==> config.mk <==
export PLATFORM = sky130hd
export DESIGN_NAME = pwm_cfg_sequencer
export DESIGN_NICKNAME = d
export VERILOG_FILES = /design/src/rtl/pwm_cfg_sequencer.sv
export SDC_FILE = /design/constraint.sdc
export NUM_CORES = 1
export LEC_CHECK = 0
export CAP_MARGIN = 30
export CORE_ASPECT_RATIO = 1.5
export CORE_MARGIN = 1.5
export CORE_UTILIZATION = 50
export DETAILED_ROUTE_END_ITERATION = 8
export GPL_ROUTABILITY_DRIVEN = 0
export GPL_TIMING_DRIVEN = 0
export PLACE_DENSITY = 0.9
export SYNTH_ARGS = -nofsm -noshare
export SYNTH_HDL_FRONTEND = slang
export SYNTH_SLANG_ARGS = --single-unit
==> constraint.sdc <==
create_clock -name i_clk -period 5.4 [get_ports i_clk]
set_input_delay 1.62 -clock i_clk [delete_from_list [all_inputs] [get_ports i_clk]]
set_output_delay 1.62 -clock i_clk [all_outputs]
set_load 0.03 [all_outputs]
==> src/rtl/pwm_cfg_sequencer.sv <==
// pwm_cfg_sequencer: a Wishbone master that reprograms the PWM/timer register
// file as one ordered burst of single writes. The order is: soft-reset ctrl,
// divisor, period, duty, final ctrl. Every output is registered. An ack
// watchdog abandons the sequence if the slave never answers.
module pwm_cfg_sequencer #(
  parameter logic [15:0] ADR_CTRL = 16'h0000,
  parameter logic [15:0] ADR_DIV  = 16'h0002,
  parameter logic [15:0] ADR_PER  = 16'h0004,
  parameter logic [15:0] ADR_DUTY = 16'h0006,
  parameter int          TIMEOUT  = 16
) (
  input  logic        i_clk,
  input  logic        i_rst,
  input  logic        i_start,
  input  logic [15:0] i_cfg_ctrl,
  input  logic [15:0] i_cfg_div,
  input  logic [15:0] i_cfg_period,
  input  logic [15:0] i_cfg_duty,
  input  logic        i_wb_ack,
  output logic        o_wb_cyc,
  output logic        o_wb_stb,
  output logic        o_wb_we,
  output logic [15:0] o_wb_adr,
  output logic [15:0] o_wb_data,
  output logic        o_busy,
  output logic        o_done,
  output logic        o_err,
  output logic [1:0]  o_err_code,
  output logic [15:0] o_ctrl_shadow
);

  localparam int CW = (TIMEOUT > 2) ? $clog2(TIMEOUT) : 1;
  localparam logic [CW-1:0] TO_LAST = CW'(TIMEOUT - 1);

  localparam logic [15:0] SOFT_RST_CTRL = 16'h0080;
  localparam logic [15:0] SOFT_RST_MASK = 16'hFF7F;

  localparam logic [1:0] CODE_NONE    = 2'd0;
  localparam logic [1:0] CODE_TIMEOUT = 2'd1;
  localparam logic [1:0] CODE_PER0    = 2'd2;
  localparam logic [1:0] CODE_DUTY    = 2'd3;

  // REL is shared by all gaps between writes. ret_reg remembers which write
  // comes next.
  typedef enum logic [2:0] {
    IDLE,
    W_RST,
    W_DIV,
    W_PER,
    W_DUTY,
    W_CTRL,
    REL,
    ERR
  } state_t;

  state_t        state_reg, state_next;
  state_t        ret_reg, ret_next;
  logic [CW-1:0] cnt_reg, cnt_next;
  logic          cyc_reg, cyc_next;
  logic          stb_reg, stb_next;
  logic          we_reg, we_next;
  logic [15:0]   adr_reg, adr_next;
  logic [15:0]   data_reg, data_next;
  logic          busy_reg, busy_next;
  logic          done_reg, done_next;
  logic          err_reg, err_next;
  logic [1:0]    code_reg, code_next;
  logic [15:0]   shadow_reg, shadow_next;
  logic [15:0]   h_ctrl_reg, h_ctrl_next;
  logic [15:0]   h_div_reg, h_div_next;
  logic [15:0]   h_per_reg, h_per_next;
  logic [15:0]   h_duty_reg, h_duty_next;

  function automatic state_t next_write(input state_t s);
    case (s)
      W_RST:   next_write = W_DIV;
      W_DIV:   next_write = W_PER;
      W_PER:   next_write = W_DUTY;
      default: next_write = W_CTRL;
    endcase
  endfunction

  function automatic logic [15:0] write_adr(input state_t s);
    case (s)
      W_DIV:   write_adr = ADR_DIV;
      W_PER:   write_adr = ADR_PER;
      W_DUTY:  write_adr = ADR_DUTY;
      default: write_adr = ADR_CTRL;
    endcase
  endfunction

  function automatic logic [15:0] write_data(input state_t s, input logic [15:0] c,
                                             input logic [15:0] d, input logic [15:0] p,
                                             input logic [15:0] u);
    case (s)
      W_RST:   write_data = SOFT_RST_CTRL;
      W_DIV:   write_data = d;
      W_PER:   write_data = p;
      W_DUTY:  write_data = u;
      W_CTRL:  write_data = c & SOFT_RST_MASK;
      default: write_data = 16'h0000;
    endcase
  endfunction

  // Next-state and next-output decode. Outputs are computed here for the
  // coming cycle and registered below, so nothing on the ports is combinational.
  always_comb begin
    state_next  = state_reg;
    ret_next    = ret_reg;
    cnt_next    = cnt_reg;
    cyc_next    = cyc_reg;
    stb_next    = stb_reg;
    we_next     = we_reg;
    adr_next    = adr_reg;
    data_next   = data_reg;
    busy_next   = busy_reg;
    done_next   = 1'b0;
    err_next    = 1'b0;
    code_next   = code_reg;
    shadow_next = shadow_reg;
    h_ctrl_next = h_ctrl_reg;
    h_div_next  = h_div_reg;
    h_per_next  = h_per_reg;
    h_duty_next = h_duty_reg;

    case (state_reg)
      IDLE: begin
        if (i_start) begin
          h_ctrl_next = i_cfg_ctrl;
          h_div_next  = i_cfg_div;
          h_per_next  = i_cfg_period;
          h_duty_next = i_cfg_duty;
          code_next   = CODE_NONE;
          busy_next   = 1'b1;
          if (i_cfg_period == 16'h0000) begin
            state_next = ERR;
            code_next  = CODE_PER0;
          end else if (i_cfg_ctrl[1] && (i_cfg_duty > i_cfg_period)) begin
            state_next = ERR;
            code_next  = CODE_DUTY;
          end else begin
            state_next = W_RST;
            cyc_next   = 1'b1;
            stb_next   = 1'b1;
            we_next    = 1'b1;
            adr_next   = ADR_CTRL;
            data_next  = SOFT_RST_CTRL;
            cnt_next   = '0;
          end
        end
      end

      W_RST, W_DIV, W_PER, W_DUTY, W_CTRL: begin
        if (i_wb_ack) begin
          // An ack always wins, even on the cycle the watchdog would fire.
          cyc_next = 1'b0;
          stb_next = 1'b0;
          we_next  = 1'b0;
          if (state_reg == W_RST) begin
            shadow_next = SOFT_RST_CTRL;
          end
          if (state_reg == W_CTRL) begin
            shadow_next = h_ctrl_reg & SOFT_RST_MASK;
            done_next   = 1'b1;
            busy_next   = 1'b0;
            state_next  = IDLE;
          end else begin
            ret_next   = next_write(state_reg);
            state_next = REL;
          end
        end else if (cnt_reg == TO_LAST) begin
          cyc_next   = 1'b0;
          stb_next   = 1'b0;
          we_next    = 1'b0;
          code_next  = CODE_TIMEOUT;
          state_next = ERR;
        end else begin
          cnt_next = cnt_reg + CW'(1);
        end
      end

      REL: begin
        state_next = ret_reg;
        cyc_next   = 1'b1;
        stb_next   = 1'b1;
        we_next    = 1'b1;
        adr_next   = write_adr(ret_reg);
        data_next  = write_data(ret_reg, h_ctrl_reg, h_div_reg, h_per_reg, h_duty_reg);
        cnt_next   = '0;
      end

      ERR: begin
        err_next   = 1'b1;
        busy_next  = 1'b0;
        state_next = IDLE;
      end

      default: begin
        state_next = IDLE;
      end
    endcase
  end

  // State and output registers. A reset drops the bus immediately and
  // suppresses any pending done/err pulse.
  always_ff @(posedge i_clk) begin
    if (i_rst) begin
      state_reg  <= IDLE;
      ret_reg    <= W_RST;
      cnt_reg    <= '0;
      cyc_reg    <= 1'b0;
      stb_reg    <= 1'b0;
      we_reg     <= 1'b0;
      adr_reg    <= 16'h0000;
      data_reg   <= 16'h0000;
      busy_reg   <= 1'b0;
      done_reg   <= 1'b0;
      err_reg    <= 1'b0;
      code_reg   <= CODE_NONE;
      shadow_reg <= 16'h0000;
      h_ctrl_reg <= 16'h0000;
      h_div_reg  <= 16'h0000;
      h_per_reg  <= 16'h0000;
      h_duty_reg <= 16'h0000;
    end else begin
      state_reg  <= state_next;
      ret_reg    <= ret_next;
      cnt_reg    <= cnt_next;
      cyc_reg    <= cyc_next;
      stb_reg    <= stb_next;
      we_reg     <= we_next;
      adr_reg    <= adr_next;
      data_reg   <= data_next;
      busy_reg   <= busy_next;
      done_reg   <= done_next;
      err_reg    <= err_next;
      code_reg   <= code_next;
      shadow_reg <= shadow_next;
      h_ctrl_reg <= h_ctrl_next;
      h_div_reg  <= h_div_next;
      h_per_reg  <= h_per_next;
      h_duty_reg <= h_duty_next;
    end
  end

  assign o_wb_cyc      = cyc_reg;
  assign o_wb_stb      = stb_reg;
  assign o_wb_we       = we_reg;
  assign o_wb_adr      = adr_reg;
  assign o_wb_data     = data_reg;
  assign o_busy        = busy_reg;
  assign o_done        = done_reg;
  assign o_err         = err_reg;
  assign o_err_code    = code_reg;
  assign o_ctrl_shadow = shadow_reg;

endmodule

Word-level counts from Yosys, hierarchy flattened
Cells that the tools add are included.
- add/sub/neg operators: 1
- magnitude comparators: 1
- equality and inequality tests: 22
- mux-type cells: 44
- bitwise gates (word level): 3
- reduce and logical (&&, ||, !) cells: 19
- operators with widths (cell ; count):
    $mux W16 ; 8
    $pmux W16 S5 ; 1
    $pmux W16 S2 ; 2
    $mux W4 ; 5
    $eq A3 B3 Y1 const B ; 6
    $mux W3 ; 6
    $pmux W3 S3 ; 2
    $gt A16 B16 Y1 ; 1
    $logic_not A16 Y1 ; 1
    $ne A2 B2 Y1 const B ; 8
    $eq A3 B2 Y1 const B ; 4
    $pmux W3 S4 ; 1
    $pmux W4 S3 ; 1
    $reduce_and A4 Y1 ; 3
    $mux W1 ; 10
    $mux W2 ; 5
    $eq A3 B1 Y1 const B ; 2
    $pmux W1 S3 ; 2
    $reduce_and A3 Y1 ; 2
    $reduce_and A6 Y1 ; 1
    $reduce_bool A2 Y1 ; 3
    $reduce_bool A3 Y1 ; 2
    $reduce_and A5 Y1 ; 1
    $reduce_or A5 Y1 ; 1
    other kinds (9) ; 12
- flip-flop bits (word level): 128
- input bits: 68
- output and inout bits: 56
- logic and storage cells: 105

Logic depth before layout (Yosys ltp)
- word-level depth: 6
- depth in mapped cells: 9
- mapped depth without buffers: 8

Least setup slack after synthesis
Ideal clock, no wire load.
- kind: input -> register
- from: input port i_cfg_period[15]
- to: register data_reg[7], in the netlist o_wb_data[7]
- setup time: 0.120 ns
- arrival: 3.221 ns
- required time: 5.280 ns
- setup slack: 2.059 ns
- stages on the path: 8
- path buffers: 0
- cell sequence: inv_1 ha_1 nand4_1 or3_4 a21o_1 a31oi_4 nor3_2 o31a_1
- cells in the longest elaborated chain, start to end: 4
- elaborated cells between the ends (all ways): 6
- classes of those cells: order compare (1); eq/ne (2); reduce/logical (3)
- ends and longest elaborated chain (what ; line ; text):
    from (decl) ; 17 ; input logic [15:0] i_cfg_period,
    $gt A16 B16 Y1 ; 138 ; end else if (i_cfg_ctrl[1] && (i_cfg_duty > i_cfg_period)) begin
    $logic_and A1 B1 Y1 ; 138 ;
    $ne A2 B2 Y1 (no source line) ; n/a ;
    $reduce_and A4 Y1 (no source line) (*) ; n/a ;
    to (signal assigned) ; 233 ; data_reg <= data_next;
    to (decl) ; 63 ; logic [15:0] data_reg, data_next;
Mark *: on every way between the ends. The rest lies on a longest branch, timed or not.
A chain may end at the register's enable or synchronous reset.

Final worst setup path
- from: input port i_cfg_period[14]
- to: register data_reg[6], in the netlist o_wb_data[6]
The elaborated chain is that of the path after synthesis.

==> results.json <==
{
  "status": "finished clean",
  "clk_path_buf_depth": 2,
  "final_common_cell": "nand2_1",
  "p_switching_mw": 1.21,
  "synth_edf_count": 0,
  "die_area_um2": 11000,
  "p_sw_frac": 0.358,
  "ant_nets": 0,
  "worst_pin_slew_ps": 805,
  "nets": 866,
  "vias_per_cell": 5.99,
  "synth_area_leaders": "dfxtp_1, nand2_1, a21oi_1",
  "clkTransAtPathRegs_ps": 50,
  "layout_common_cells": "nand2_1, dfxtp_1, clkdlybuf4s50_1",
  "startpoint_type": "primary input",
  "start_util": 0.514,
  "final_cells": 911,
  "min_path_type": "flip-flop to flip-flop",
  "wl_per_cell_um": 18.0,
  "htreeDepth": 4,
  "gr-max-usage-layer": "met2",
  "chipHeight_um": 128,
  "finalCritPeriodShare": 0.731,
  "first_iter_violations": 750,
  "placed_area_um2": 6460,
  "clock_latency_ps": 420,
  "fin_skew_ps": 5.89,
  "ctsHoldBuffers": 0,
  "seq_area_frac_synth": 0.435,
  "grt_pass1_wl_um": 25400,
  "rows": 45,
  "maxClockFrequency_mhz": 253,
  "slew-limit-headroom": 0.459,
  "synth_seq_cells": 113,
  "drtPass1Iterations": 7,
  "yosys.area.top_type": "dfxtp_1",
  "grt_setup_unrepaired": "false",
  "syn_avg_cell_area_um2": 8.09,
  "critical_path_class": "primary input to flip-flop",
  "use_met1": 0.317,
  "grt_max_degree": 17,
  "cts_buffers": 17,
  "post-route-worst-setup-slack_ps": 1450,
  "syn_inst": 643,
  "drive_gt1_frac": 0.0882,
  "slew_viol_final": 0,
  "sequentialPowerShare": 0.321,
  "critPathCaptureType": "flip-flop",
  "use_met2": 0.515,
  "ios": 124,
  "grt.overflow.total": 0,
  "yosys_warnings": 0,
  "power.share.clock": 0.355,
  "crit_start": "i_cfg_period[14]",
  "antenna_found_initial": 0,
  "pwr-share-comb": 0.324,
  "worstPathMaxFanout": 10,
  "stdcell_area_um2": 7100,
  "p_leak_nw": 2.86,
  "ir_worst_vdd_v": 0.000227,
  "cts_tree": "yes",
  "met3_usage": 0.0747,
  "p_int_mw": 2.17,
  "grt_pass1_vias": 5239,
  "synthFlopType": "dfxtp_1",
  "dp_hpwl_um": 11800,
  "maxCapViolCount": 0,
  "r2r-start": "cnt_reg[0]",
  "setup_viol": 0,
  "min_period_ps": 3950,
  "critPathRequiredTime_ps": 5700,
  "area_growth_pct": 36.4,
  "powerDensity_nw_per_um2": 476,
  "arrival_ps": 4250,
  "die_w_um": 86.3,
  "num_antenna_cells": 0,
  "netlist_area_um2": 5200,
  "yosysTopAreaCellShare": 0.435,
  "drc_errors": 0,
  "port_buffers": 106,
  "vias": 5456,
  "hold_viol_final": 0,
  "clock_sinks": 113,
  "cts_root_buffer": "clkbuf_16",
  "grtUsageTotal": 0.299,
  "wl_um": 16400,
  "yosysUniqueCellTypes": 48,
  "hold_start": "h_duty_reg[0]",
  "core_um2": 10100,
  "cts_resized": 0,
  "post_cts.repair.setup_buffers": 0,
  "place_inst": 879,
  "tns_ps": 0,
  "async_flop_share": 0,
  "place_ws_ps": 1130
}
routing by layer:
| layer | share of wire | up-vias |
|---|---|---|
| met2 | 0.49 | 381 |
| met4 | 0.068 | 0 |
| met5 | 0 | - |
| met1 | 0.35 | 2491 |
| li1 | - | 2479 |
| met3 | 0.084 | 105 |
cells in the mapped netlist (2+ instances only):
| cell type | number |
|---|---|
| nand2_1 | 167 |
| dfxtp_1 | 113 |
| a21oi_1 | 87 |
| mux2i_1 | 30 |
| o21ai_0 | 29 |
| inv_1 | 24 |
| clkbuf_1 | 21 |
| buf_4 | 18 |
| ha_1 | 17 |
| nor2_1 | 17 |
| a22o_1 | 15 |
| o22ai_1 | 15 |
| buf_1 | 9 |
| buf_2 | 7 |
| nand2b_1 | 7 |
| nor3_1 | 7 |
| a211oi_1 | 6 |
| nor4_1 | 6 |
| nand4_1 | 5 |
| buf_6 | 4 |
| a221oi_1 | 3 |
| a31oi_1 | 3 |
| a21o_1 | 2 |
| a41oi_1 | 2 |
| nor2_2 | 2 |
| nor3_2 | 2 |
| o21a_1 | 2 |
| o32ai_1 | 2 |
| o41ai_1 | 2 |
critical path: stages:
cell             delay, ps
clkdlybuf4s50_1        580
inv_1                   70
ha_1                   300
nand4_1                180
or3_4                  460
o21ai_2                180
a31oi_4                100
nor3_2                 470
buf_6                  200
o21ai_0                 90
stage by stage:
step | power (mW) | utilization | hold slack, ps
floorplan | 1.81 | - | 433
global placement | 2.09 | 0.638 | 443
detailed placement | 2.14 | 0.638 | 446
CTS | 3.33 | 0.700 | 455
global route | 3.51 | 0.700 | 477
finish | 3.38 | 0.700 | 456
power by group through the flow:
stage | sequential, mW | clock [mW] | combinational, mW
after floorplan | 1.09 | 0 | 0.721
after global placement | 1.08 | 0 | 1.01
after detailed placement | 1.09 | 0 | 1.04
after CTS | 1.08 | 1.19 | 1.06
after global routing | 1.09 | 1.23 | 1.18
final | 1.08 | 1.20 | 1.09
kinds of logic after synthesis:
family          after synthesis  share of synthesized area
buf+inv                      84                     0.0810
compound gates              178                      0.207
simple gates                220                      0.178
flops                       113                      0.435
fa+ha+maj                    17                     0.0409
mux                          30                     0.0577
other cells                   1                   0.000720
worst paths after layout:
kind,to,slack [ps],cells past startpoint
max,o_wb_data[6],1450,10
min reg2reg,h_duty_reg[0],460,2
min,h_duty_reg[0],460,2
max reg2reg,cnt_reg[3],3110,7
layout make-up:
class,instances,area (um^2)
clock inverter,13,185
fill,686,3040
tap,117,146
clock buffer,19,453
timing repair buffer,106,1060
inverter,25,93.8
buffer,59,328
sequential,113,2260
multi-input combinational,459,2570
Note: power is estimated with default switching activity, not from simulation.
